## src/rtl/mem_port_arbiter.sv

```systemverilog
// mem_port_arbiter: shares one single-port synchronous RAM between instruction fetch and data access,
// with data priority, a fetch starvation override and an in-order return tag pipeline.
module mem_port_arbiter #(
    parameter int RAM_LATENCY  = 1,
    parameter int STARVE_LIMIT = 4,
    parameter int CNT_W        = 3
) (
    input  logic        clk,
    input  logic        reset,
    input  logic        inst_req,
    input  logic [31:0] inst_addr,
    output logic        inst_addr_ok,
    output logic        inst_data_ok,
    output logic [31:0] inst_rdata,
    input  logic        data_req,
    input  logic        data_wr,
    input  logic [3:0]  data_wstrb,
    input  logic [31:0] data_addr,
    input  logic [31:0] data_wdata,
    output logic        data_addr_ok,
    output logic        data_data_ok,
    output logic [31:0] data_rdata,
    output logic        ram_en,
    output logic [3:0]  ram_we,
    output logic [31:0] ram_addr,
    output logic [31:0] ram_wdata,
    input  logic [31:0] ram_rdata
);
    logic [CNT_W-1:0]       r_starve_cnt;
    logic [RAM_LATENCY-1:0] r_valid;
    logic [RAM_LATENCY-1:0] r_owner;
    logic                   w_force_inst;
    logic                   w_grant_inst;
    logic                   w_grant_data;

    assign w_force_inst = (STARVE_LIMIT != 0) && (r_starve_cnt == CNT_W'(STARVE_LIMIT));
    assign w_grant_inst = inst_req && (!data_req || w_force_inst);
    assign w_grant_data = data_req && !w_grant_inst;

    assign inst_addr_ok = w_grant_inst;
    assign data_addr_ok = w_grant_data;
    assign ram_en       = w_grant_inst || w_grant_data;
    assign ram_addr     = w_grant_data ? data_addr : inst_addr;
    assign ram_wdata    = w_grant_data ? data_wdata : 32'h0;
    assign ram_we       = (w_grant_data && data_wr) ? data_wstrb : 4'b0;

    // Owner bit: 1 = data, 0 = fetch; writes complete through the same path as reads.
    assign inst_data_ok = r_valid[RAM_LATENCY-1] && !r_owner[RAM_LATENCY-1];
    assign data_data_ok = r_valid[RAM_LATENCY-1] && r_owner[RAM_LATENCY-1];
    assign inst_rdata   = ram_rdata;
    assign data_rdata   = ram_rdata;

    always_ff @(posedge clk) begin
        if (reset) begin
            r_starve_cnt <= '0;
            r_valid      <= '0;
            r_owner      <= '0;
        end else begin
            if (w_grant_inst || !inst_req)
                r_starve_cnt <= '0;
            else if (w_grant_data && r_starve_cnt != CNT_W'(STARVE_LIMIT))
                r_starve_cnt <= r_starve_cnt + 1'b1;
            r_valid[0] <= ram_en;
            r_owner[0] <= w_grant_data;
            for (int i = 1; i < RAM_LATENCY; i++) begin
                r_valid[i] <= r_valid[i-1];
                r_owner[i] <= r_owner[i-1];
            end
        end
    end
endmodule
```

## config.mk

```make
export PLATFORM = sky130hd
export DESIGN_NAME = mem_port_arbiter
export DESIGN_NICKNAME = d
export VERILOG_FILES = /design/src/rtl/mem_port_arbiter.sv
export SDC_FILE = /design/constraint.sdc
export NUM_CORES = 1
export LEC_CHECK = 0
export BUFFER_PORTS_ARGS = -buffer_cell sky130_fd_sc_hd__buf_2
export CORE_AREA = 5 5 103 105
export DETAILED_ROUTE_END_ITERATION = 6
export DIE_AREA = 0 0 108 110
export PLACE_DENSITY = 0.7
export REMOVE_ABC_BUFFERS = 1
export SETUP_SLACK_MARGIN = 0.2
export SLEW_MARGIN = 20
export SYNTH_ARGS = -nofsm -noshare
export SYNTH_HDL_FRONTEND = slang
export SYNTH_SLANG_ARGS = --single-unit
```

## constraint.sdc

```tcl
create_clock -name clk -period 2.6 [get_ports clk]
set_clock_uncertainty 0.1 [all_clocks]
set_input_delay 0.39 -clock clk [delete_from_list [all_inputs] [get_ports clk]]
set_output_delay 0.39 -clock clk [all_outputs]
set_load 0.1 [all_outputs]
```

== Yosys cells after proc, flatten, opt, wreduce, memory -nomap -nowiden ==
Cells that the tools add are included.
Word-level totals
  register bits after elaboration: 5
  input bits: 137
  output and inout bits: 137
  word-level logic and storage cells: 23
Cells by class
  add/sub/neg operators: 1
  equality and inequality tests: 2
  muxes and demuxes: 3
  reductions and logical operators: 14
Operators with widths (count)
  $mux 32: 2
  $logic_and 1x1->1: 6
  $logic_not 1->1: 4
  $mux 4: 1
  $add 3x1->3 const B: 1
  $eq 3x3->1 const B: 1
  $logic_or 1x1->1: 3
  $ne 3x3->1 const B: 1
  $reduce_or 2->1: 1

== Logic depth before layout (Yosys ltp) ==
Gate-level depths: netlist of the first run.
  depth in word-level cells: 7
  gate-level depth with buffers: 7
  gate-level depth less buffers: 4

== Least setup slack after synthesis of the first run ==
OpenSTA, ideal clock, no wires.
  path kind: input to output
  start point: input port inst_req
  end point: output port inst_addr_ok
  data arrival time: 2.915 ns
  data required time: 2.110 ns
  path slack: -0.805 ns
  stages on the path: 3
  buffers on the path: 2
  cells stage by stage: buf_4 > buf_2 > a21boi_0
Between the ends
  longest elaborated chain between the ends: 1
RTL lines
  from (decl): RTL line 10  | input logic inst_req,
  $logic_and 1x1->1: RTL line 37  | assign w_grant_inst = inst_req && (!data_req || w_force_inst);
  to (decl): RTL line 12  | output logic inst_addr_ok,
No other way between the ends.

== Final worst setup path of the first run ==
  start point: register r_starve_cnt[0]
  end point: output port ram_we[3]
Between the ends
  longest elaborated chain between the ends: 7
RTL lines
  from (decl): RTL line 29  | logic [CNT_W-1:0] r_starve_cnt;
  from (signal assigned): RTL line 62  | r_starve_cnt <= r_starve_cnt + 1'b1;
  $eq 3x3->1: RTL line 36  | assign w_force_inst = (STARVE_LIMIT != 0) && (r_starve_cnt == CNT_W'(STARVE_LIMIT));
  $logic_or 1x1->1: RTL line 37
  $logic_and 1x1->1: RTL line 37
  $logic_not 1->1: RTL line 38  | assign w_grant_data = data_req && !w_grant_inst;
  $logic_and 1x1->1: RTL line 38
  $logic_and 1x1->1: RTL line 45  | assign ram_we = (w_grant_data && data_wr) ? data_wstrb : 4'b0;
  $mux 4: RTL line 45
  to (decl): RTL line 24  | output logic [3:0] ram_we,
No other way between the ends.

==> results of run 1 <==
-- cells by family after synthesis --
family	count (synthesis)	share of synthesized area, %
fa+ha+maj	2	1.226
simple gates	147	42.43
buf+inv	96	31.94
compound gates	34	19.50
flops	5	4.905
-- sequential cells by signal, summed over array words and instances (netlist names) --
register and flops:
r_starve_cnt 3, r_owner 1, r_valid 1
-- timing repair --
item | CTS | global route
gates cloned | 0 | 1
pin swaps | 0 | 1
resized for setup | 29 | 9
endpoints found under the setup margin | 70 | 70
-- metrics by stage --
step / utilization [%] / TNS, ns / instance area [µm²]
global route: 28.05 / 0 / 2679
finish: 28.05 / 0 / 2679
CTS: 27.71 / 0 / 2646
floorplan: - / -10.00 / 1396
detailed placement: 26.48 / 0 / 2529
global placement: 26.48 / 0 / 2529
-- power groups by stage --
stage               logic (W)  clock network [W]  registers (W)
CTS                  0.000867           0.000148      0.0000812
finish               0.000868           0.000143      0.0000811
global route         0.000901           0.000156      0.0000815
global placement     0.000834                  0      0.0000821
floorplan            0.000634                  0      0.0000820
detailed placement   0.000843                  0      0.0000823
-- cells in the mapped netlist (all sizes together) --
master / number / share of area, %
or2: 1 / 0.31
inv: 2 / 0.37
and4: 4 / 1.7
ha: 2 / 1.2
a21boi: 1 / 0.37
buf: 78 / 29
or3b: 1 / 0.43
nor3b: 2 / 0.98
and2: 3 / 0.92
nand2b: 33 / 10
nand4: 32 / 9.8
nand2: 33 / 6.1
clkbuf: 16 / 2.9
nor3: 1 / 0.25
and3: 33 / 10
nand3: 1 / 0.49
nor2b: 2 / 0.61
dfxtp: 5 / 4.9
a21oi: 1 / 0.25
nand3b: 1 / 0.37
o211ai: 32 / 19
-- routing by layer --
layer | vias up | track usage, % | part of all wire [%]
li1 | 1128 | - | -
met1 | 1087 | 16.95 | 37
met2 | 169 | 20.43 | 43
met3 | 12 | 13.86 | 19
met4 | 6 | 2.254 | 0.44
met5 | - | 4.911 | 0.85
-- critical path, stage by stage, from the launching register on --
cell and delay [ns]:
dfxtp_1 0.35, inv_1 0.06, ha_2 0.25, nand3_4 0.27, and4_1 0.24, buf_2 0.42
-- final cells by class --
| class | instances | area [µm²] |
|---|---|---|
| fill | 1047 | 6870 |
| timing repair buffer | 182 | 1050 |
| clock buffer | 4 | 45.04 |
| multi-input combinational | 184 | 1310 |
| inverter | 2 | 7.507 |
| sequential | 5 | 100.1 |
| tap | 133 | 166.4 |
-- how the worst max path moves through the flow --
stage | to | cells past startpoint | start
floorplan | inst_addr_ok | 4 | r_starve_cnt[0]$_SDFFE_PP0P_
global placement | ram_addr[31] | 5 | r_starve_cnt[0]$_SDFFE_PP0P_
detailed placement | ram_addr[9] | 6 | r_starve_cnt[0]$_SDFFE_PP0P_
CTS | ram_addr[1] | 5 | r_starve_cnt[0]$_SDFFE_PP0P_
global route | ram_we[2] | 5 | r_starve_cnt[0]$_SDFFE_PP0P_
finish | ram_we[3] | 5 | r_starve_cnt[0]$_SDFFE_PP0P_
==> impl_results.md, run 1 <==
- Vias: roughly 2400
- 1st-iter DRT viols: around 160
- Worst-Margin Slew: approximately 0.50 ns
- Switch Pwr: between 0.0007 and 0.0008 W
- Vias/cell: approximately 4.7
- Floorplan die width: 108 µm
- Drt first pass iters: 4
- Post-CTS Setup Bufs: 0
- Final Non-Filler Cells: 510
- Clock tree buffer depth: 2
- # setup viols final: 0
- Largest net degree at the start of global routing: between 100 and 150
- HPWL after DPL: ~8000 µm
- Slew headroom: between 60% and 70%
- Tmin final: 2.307 ns
- CTS root buf: clkbuf_8
- R2R setup slack: roughly 1.0 ns
- Clk sinks: 5
- Final Hold Fails: 0
- Critical R2R Launch: r_starve_cnt[2]$_SDFFE_PP0P_
- Clock power frac: 13.1%
- Clk_lat worst skew: between 0.2 and 0.25 ns
- Clock-pin slew on the worst setup and hold paths: about 0.040 ns
- Average wire per standard cell: about 20 µm
- Critical Path AT: approximately 1.8 ns
- Startpoint Class: flop
- H-tree Lvls: 1
- Hold Crit Start: reset
- Slew Limit Fails: 0
- CTS tree: yes
- Ant diodes: 0
- DR DRC count: 0
- Commonest non-fill, non-tap cell in the layout: buf_2
- Peak Freq: 433.4 MHz
- Yosys warns: 0
- Vias in the first global route: approximately 2300
- Row count: 36
- Core region area: roughly 9500 µm²
- Initial Util: 21.37%
- Final worst-path cycle share: ~90%
- Setup WS post-layout: roughly 0.29 ns
- Total CTS buffers: 3
- First-pass GRT wire length: between 10000 and 15000 µm
- Total Nets Final: 517
- Cells after synthesis: between 200 and 300
- Max-cap violations: 0
- RSZ-0062 raised after global routing: false
- Flop pwr share: 7.4%
- Status: finished clean
- Power Internal: roughly 0.00038 W
- Overflow after GRT: 0
- Post-DRT Antenna Nets: 0
- Hold Path Sink: r_owner$_SDFF_PP0_
- Max FO, Critical Path: 37
- Hold buffers post-CTS: 0
- Syn-to-layout area delta: 31.27%
- Yosys reg bits: 5
- Worst ir drop on vdd: between 100 and 150 µV
- Leading cell types in the layout, fill and taps excluded: 143 x buf_2, 33 x nand2_1, 33 x nand2b_1, 33 x buf_4
- Final GP Congestion: about 0.77
- Sw Share: about 65%
- Antenna violations before repair: 2
- Worst hold slack: between 0.2 and 0.3 ns
- Io pins: roughly 270
- Number of I/O port buffers: 177
- Reg2Reg Depth: 3
- Total Power: between 0.001 and 0.0015 W
- Cells after DPL: slightly above 500
- Hold path cells: 2
- Worst r2r dst: r_starve_cnt[2]$_SDFFE_PP0P_
- CP Data Required Time: 2.11 ns
- Share of post-route cells with drive strength above 1: ~58%
- Hold crit path type: in2reg
- Leak: 1.434 nW
- CP Class: reg2out
- Place WS: roughly 0.33 ns
- Synth cell types: 26
- Logic pwr share: roughly 80%
- Die area: between 10000 and 15000 µm²
- Avg Inst Size Synth: a little over 7 µm²
- Routed Wire Length: between 10000 and 15000 µm
- Synthesized cell area: approximately 2000 µm²
- Power density cells: 407.7 nW/µm²
- CP endpoint kind: output port
- Die height: 110 µm
- Sequential area share after synthesis: roughly 4.9%
- Total Routing Usage GR: 14.93%
(Power assumes the default switching activity.)
==> run 2: changes to the inputs <==
==> constraint.sdc (replaced) <==
create_clock -name clk -period 2.8 [get_ports clk]
set_clock_uncertainty 0.1 [all_clocks]
set_input_delay 0.42 -clock clk [delete_from_list [all_inputs] [get_ports clk]]
set_output_delay 0.42 -clock clk [all_outputs]
set_load 0.1 [all_outputs]
==> run 2 against run 1 <==
Sequential share of layout area about the same; cell count shrank 0.20%; routed wire length down 3.9%; core utilization down 0.24 points; power shrank 8.3%; final area shrank 0.84%.
==> impl_results.md, run 2 (synthesis results as in run 1) <==
- Commonest non-fill, non-tap cell in the layout: buf_2
- Vias in the first global route: ~2200
- Antenna violations before repair: 0
- 1st-iter DRT viols: 146
- CP Data Required Time: 2.28 ns
- Placed Instance Area: about 2500 µm²
- Largest net degree at the start of global routing: about 110
- Max FFs per register: 3
- Met2 WL: roughly 4100 µm
- Total Routing Usage GR: between 10 and 15%
- Power density cells: ~380 nW/µm²
- RSZ-0062 raised after global routing: false
- Worst ir drop on vdd: roughly 140 µV
- Number of I/O port buffers: about 180
- Initial Util: between 20% and 30%
- Worst-Margin Slew: between 0.5 and 0.6 ns
- Average wire per standard cell: slightly below 20 µm
- Vias: roughly 2400
- CTS root buf: clkbuf_8
- Post-CTS Setup Bufs: 0
- Floorplan die width: roughly 110 µm
- HPWL after DPL: ~8000 µm
- Overflow after GRT: 0
- Top flop regs: r_starve_cnt (3), r_owner (1), r_valid (1)
- H-tree Lvls: 1
- Hold crit path type: in2reg
- Core region area: around 9500 µm²
- Wl on met1: roughly 4000 µm
- Routed Wire Length: around 9800 µm
- Status: finished clean
- Clk_lat worst skew: between 0.2 and 0.25 ns
- Row count: 36
- Leading cell types in the layout, fill and taps excluded: 149 x buf_2, 33 x nand2_1, 33 x nand2b_1, 32 x and3_1, 32 x nand4_1
- Ant diodes: 0
- Total Nets Final: a little over 500
- Die area: approximately 12000 µm²
- CP Buf/Inv Count: 3
- # fillers: between 1000 and 1500
- Fin util: around 28%
- DR DRC count: 0
- Cells after DPL: about 500
- Multi-input logic area: roughly 1300 µm²
- Vias/cell: approximately 4.7
- # setup viols final: 0
- Clock tree buffer depth: 2
- CTS tree: yes
- Io pins: between 200 and 300
- Post-DRT Antenna Nets: 0
- Total CTS buffers: 3
- Leak: approximately 1.4 nW
- Final GP Congestion: slightly above 0.7
- CP cell instances: inv_1 > ha_2 > buf_6 > nand4_1 > o211ai_1 > buf_2
- Max FO, Critical Path: 31
- Final worst-path cycle share: between 80% and 90%
- Routed met3 length: between 1500 and 2000 µm
- Peak Freq: ~420 MHz
- Most flops, register: r_starve_cnt
- Die height: 110 µm
- Final Non-Filler Cells: just over 500
- First-pass GRT wire length: 12890 µm
- Final Hold Fails: 0
- Slew Limit Fails: 0
- CP Class: reg2out
- R2R setup slack: approximately 1.2 ns
- Startpoint Class: flop
- CP top delay family: buffers and inverters
- Share of post-route cells with drive strength above 1: 58.24%
- Slowest Stage Delay on Critical Path: 0.45 ns
- Tmin final: between 2 and 2.5 ns
- CP endpoint kind: output port
- Slew headroom: around two thirds
- Max-cap violations: 0
- Slowest-stage cell, CP: buf_2
- Register area: between 100 and 150 µm²
- Clock-pin slew on the worst setup and hold paths: around 0.030 ns
- Drt first pass iters: 4
- DR top layer: met5
- Syn-to-layout area delta: 30.17%
- Post-route cell area: about 2700 µm²
- Critical Path AT: ~1.9 ns
- Clk sinks: 5
==> run 2: cell types whose count changed in the layout (fill, tap and decap cells not counted), sizes merged <==
cell / previous run / this run
clkbuf: 6 / 30
buf: 180 / 155
==> run 2: stage by stage <==
| step | setup TNS, ns | setup WS [ns] | hold slack [ns] | total power, W |
|---|---|---|---|---|
| floorplan | -2.825 | -1.109 | 0.3299 | 0.0006653 |
| global placement | 0 | 0.4233 | 0.3388 | 0.0008488 |
| detailed placement | 0 | 0.3753 | 0.3606 | 0.0008564 |
| CTS | 0 | 0.2194 | 0.3027 | 0.0009934 |
| global route | 0 | 0.2671 | 0.3038 | 0.001044 |
| finish | 0 | 0.4034 | 0.2999 | 0.001001 |
==> run 2: per-layer routing <==
metal,track usage (%),vias up
li1,-,1125
met1,17.44,1076
met2,19.05,173
met3,11.30,7
met4,1.443,2
met5,5.804,-
==> run 2: worst register-to-register path: stages, from the launching register on <==
cell	delay (ns)
dfxtp_1	0.51
buf_4	0.38
or3b_1	0.39
a21oi_1	0.12
==> run 2: final cells by class <==
type / count / area share [%]
Multi-Input combinational cell: 184 / 49.32
Clock buffer: 4 / 1.696
Sequential cell: 5 / 3.768
Tap cell: 133 / 6.265
Inverter: 2 / 0.2826
Timing Repair Buffer: 181 / 38.67
==> run 2: power breakdown <==
part | internal [W] | total [W] | switching [W]
combinational | 0.000172 | 0.000794 | 0.000622
sequential | 0.0000742 | 0.0000754 | 0.00000120
clock | 0.0000976 | 0.000132 | 0.0000339
total | 0.000344 | 0.00100 | 0.000657
==> run 2: path summary, 6_finish.rpt <==
check	start	to	cells after the start
worst max-delay path	r_starve_cnt[0]$_SDFFE_PP0P_	ram_addr[0]	6
worst min-delay path	reset	r_valid$_SDFF_PP0_	2
worst max register to register	r_starve_cnt[2]$_SDFFE_PP0P_	r_starve_cnt[2]$_SDFFE_PP0P_	3
worst min register to register	r_starve_cnt[0]$_SDFFE_PP0P_	r_starve_cnt[0]$_SDFFE_PP0P_	1
==> run 2: timing repair <==
item                       4_1_cts  5_1_grt
hold buffers                     0        0
gates resized for setup          0       30
setup endpoints to repair        0       70
==> run 3: changes to the inputs <==
--- a/config.mk
+++ b/config.mk
@@ -10,7 +10,6 @@
 export DETAILED_ROUTE_END_ITERATION = 6
 export DIE_AREA = 0 0 108 110
 export PLACE_DENSITY = 0.7
-export REMOVE_ABC_BUFFERS = 1
 export SETUP_SLACK_MARGIN = 0.2
 export SLEW_MARGIN = 20
 export SYNTH_ARGS = -nofsm -noshare
==> run 3 against run 2 <==
Power decreased by 0.97%; register-to-register slack got worse by 0.12 ns; critical path depth did not move; maximum frequency fell by 1.6%.
==> impl_results.md, run 3 (synthesis results as in run 1) <==
- R2R setup slack: approximately 1.1 ns
- Setup WS post-layout: 0.3652 ns
- CTS root buf: clkbuf_8
- Die height: 110 µm
- # setup viols final: 0
- Syn-to-layout area delta: 27.10%
- Largest net degree at the start of global routing: about 110
- Final worst-path cycle share: ~87%
- Drt first pass iters: 4
- Vias/cell: around 4.5
- Clock tree buffer depth: 2
- Total CTS buffers: 3
- Antenna violations before repair: 0
- Slowest-stage cell, CP: buf_2
- Worst r2r dst: r_starve_cnt[2]$_SDFFE_PP0P_
- Max FFs per register: 3
- First-pass GRT wire length: ~12000 µm
- DR DRC count: 0
- CP top delay family: buffers and inverters
- Routed Wire Length: roughly 8000 µm
- Worst ir drop on vdd: about 170 µV
- HPWL after DPL: ~6300 µm
- Total Nets Final: between 500 and 600
- Post-CTS Setup Bufs: 0
- Clock-pin slew on the worst setup and hold paths: approximately 0.04 ns
- CP endpoint kind: output port
- WP depth: 6
- Cells after DPL: roughly 510
- Average wire per standard cell: approximately 15 µm
- Final Hold Fails: 0
- Worst-Margin Slew: between 0.5 and 0.6 ns
- Switch Pwr: 0.0006609 W
- Peak Freq: approximately 410 MHz
- Overflow after GRT: 0
- RSZ-0062 raised after global routing: false
- Clock power frac: between 10% and 20%
- Place WS: roughly 0.40 ns
- Ant diodes: 0
- CP Data Required Time: approximately 2.3 ns
- H-tree Lvls: 1
- Startpoint Class: flop
- Number of I/O port buffers: 177
- Syn_nets: 423
- Tmin final: between 2 and 2.5 ns
- Leading cell types in the layout, fill and taps excluded: 174 x buf_2, 33 x nand2_1, 33 x nand2b_1, 32 x and3_1, 32 x nand4_1
- Critical R2R Launch: r_starve_cnt[2]$_SDFFE_PP0P_
- Clk_lat worst skew: 0.22 ns
- Top flop regs: r_starve_cnt (3), r_owner (1), r_valid (1)
- Vias: 2315
- Initial Util: a little over a fifth
- Power density cells: around 380 nW/µm²
- Most flops, register: r_starve_cnt
- Sw Share: between 60 and 70%
- Hold Crit Start: reset
- 1st-iter DRT viols: between 100 and 150
- Core region area: approximately 9500 µm²
- Final Non-Filler Cells: 510
- Max FO, Critical Path: 17
- Row count: 36
- Share of post-route cells with drive strength above 1: approximately 59%
- Worst hold slack: roughly 0.31 ns
- Vias in the first global route: between 2000 and 2500
- CP cell instances: inv_2 > ha_4 > and3_4 > buf_4 > o211ai_2 > buf_2
- Logic pwr share: between 70% and 80%
- Total Routing Usage GR: 11.98%
- Slew Limit Fails: 0
- Post-DRT Antenna Nets: 0
- Floorplan die width: between 100 and 150 µm
- Io pins: 274
- Reg2Reg Depth: 3
- Commonest non-fill, non-tap cell in the layout: buf_2
- Leak: roughly 1.4 nW
- Status: finished clean
- CTS tree: yes
- Hold buffers post-CTS: 0
- Clk sinks: 5
- Hold path cells: 2
- CP Buf/Inv Count: 3
- Slowest Stage Delay on Critical Path: 0.45 ns
- Flop pwr share: ~7.6%
- Hold Path Sink: r_valid$_SDFF_PP0_
- Slew headroom: 66.34%
- Hold crit path type: in2reg
- Final GP Congestion: around 0.79
- CP Class: reg2out
- Die area: around 12000 µm²
- Critical Path AT: 1.91 ns
- Power Internal: about 0.00033 W
- Max-cap violations: 0
[run 3: final cells by class]
type / instances / area (µm²)
clock buffers: 4 / 45.04
fillers: 1059 / 6955
inverters: 2 / 7.507
multi-input cells: 183 / 1309
flip-flops and latches: 5 / 102.6
well taps: 133 / 166.4
repair buffers: 183 / 963.4
[run 3: power groups by stage]
stage | logic [W] | clock network [W] | registers, W
floorplan | 0.00105 | 0 | 0.0000764
global placement | 0.000779 | 0 | 0.0000767
detailed placement | 0.000783 | 0 | 0.0000767
CTS | 0.000785 | 0.000139 | 0.0000756
global route | 0.000815 | 0.000145 | 0.0000759
finish | 0.000782 | 0.000134 | 0.0000756
[run 3: worst max path at each step]
stage              endpoint                         start  slack, ns
2_1_floorplan   ram_addr[0]  r_starve_cnt[0]$_SDFFE_PP0P_      -0.07
3_3_place_gp      ram_we[1]  r_starve_cnt[1]$_SDFFE_PP0P_       0.49
3_5_place_dp      ram_we[1]  r_starve_cnt[2]$_SDFFE_PP0P_       0.40
4_1_cts        ram_addr[31]  r_starve_cnt[2]$_SDFFE_PP0P_       0.31
5_1_grt           ram_we[1]  r_starve_cnt[2]$_SDFFE_PP0P_       0.22
6_report       ram_addr[20]  r_starve_cnt[0]$_SDFFE_PP0P_       0.37
[run 3: worst reg2reg max path, delay by kind of cell (launching register included)]
kind,cells,cell delay (ns)
AND/OR/NAND/NOR,1,0.39
AO/OA/AOI/OAI,1,0.15
flip-flops,1,0.59
buffers and inverters,1,0.38
[run 3: repair_timing]
item | in CTS | in global routing
pin swaps | 0 | 0
endpoints found under the setup margin | 12 | 2
endpoints found under the hold margin | 0 | 0
gates resized for setup | 1 | 2
[run 3: routing by layer]
| layer | GRT usage, % | wire [µm] | vias to the layer above |
|---|---|---|---|
| met5 | 0 | 0 | - |
| met4 | 4.148 | 150 | 0 |
| met3 | 2.038 | 701 | 20 |
| met2 | 21.09 | 3903 | 113 |
| met1 | 14.77 | 3105 | 1062 |
| li1 | - | - | 1120 |
[run 3: metrics by stage]
step / power [W] / setup TNS [ns] / cell area [µm²] / utilization [%]
floorplan: 0.001122 / -0.2195 / 2056 / -
global placement: 0.0008554 / 0 / 2536 / 26.56
detailed placement: 0.0008596 / 0 / 2536 / 26.56
CTS: 0.001000 / 0 / 2589 / 27.11
global route: 0.001036 / 0 / 2594 / 27.16
finish: 0.0009918 / 0 / 2594 / 27.16
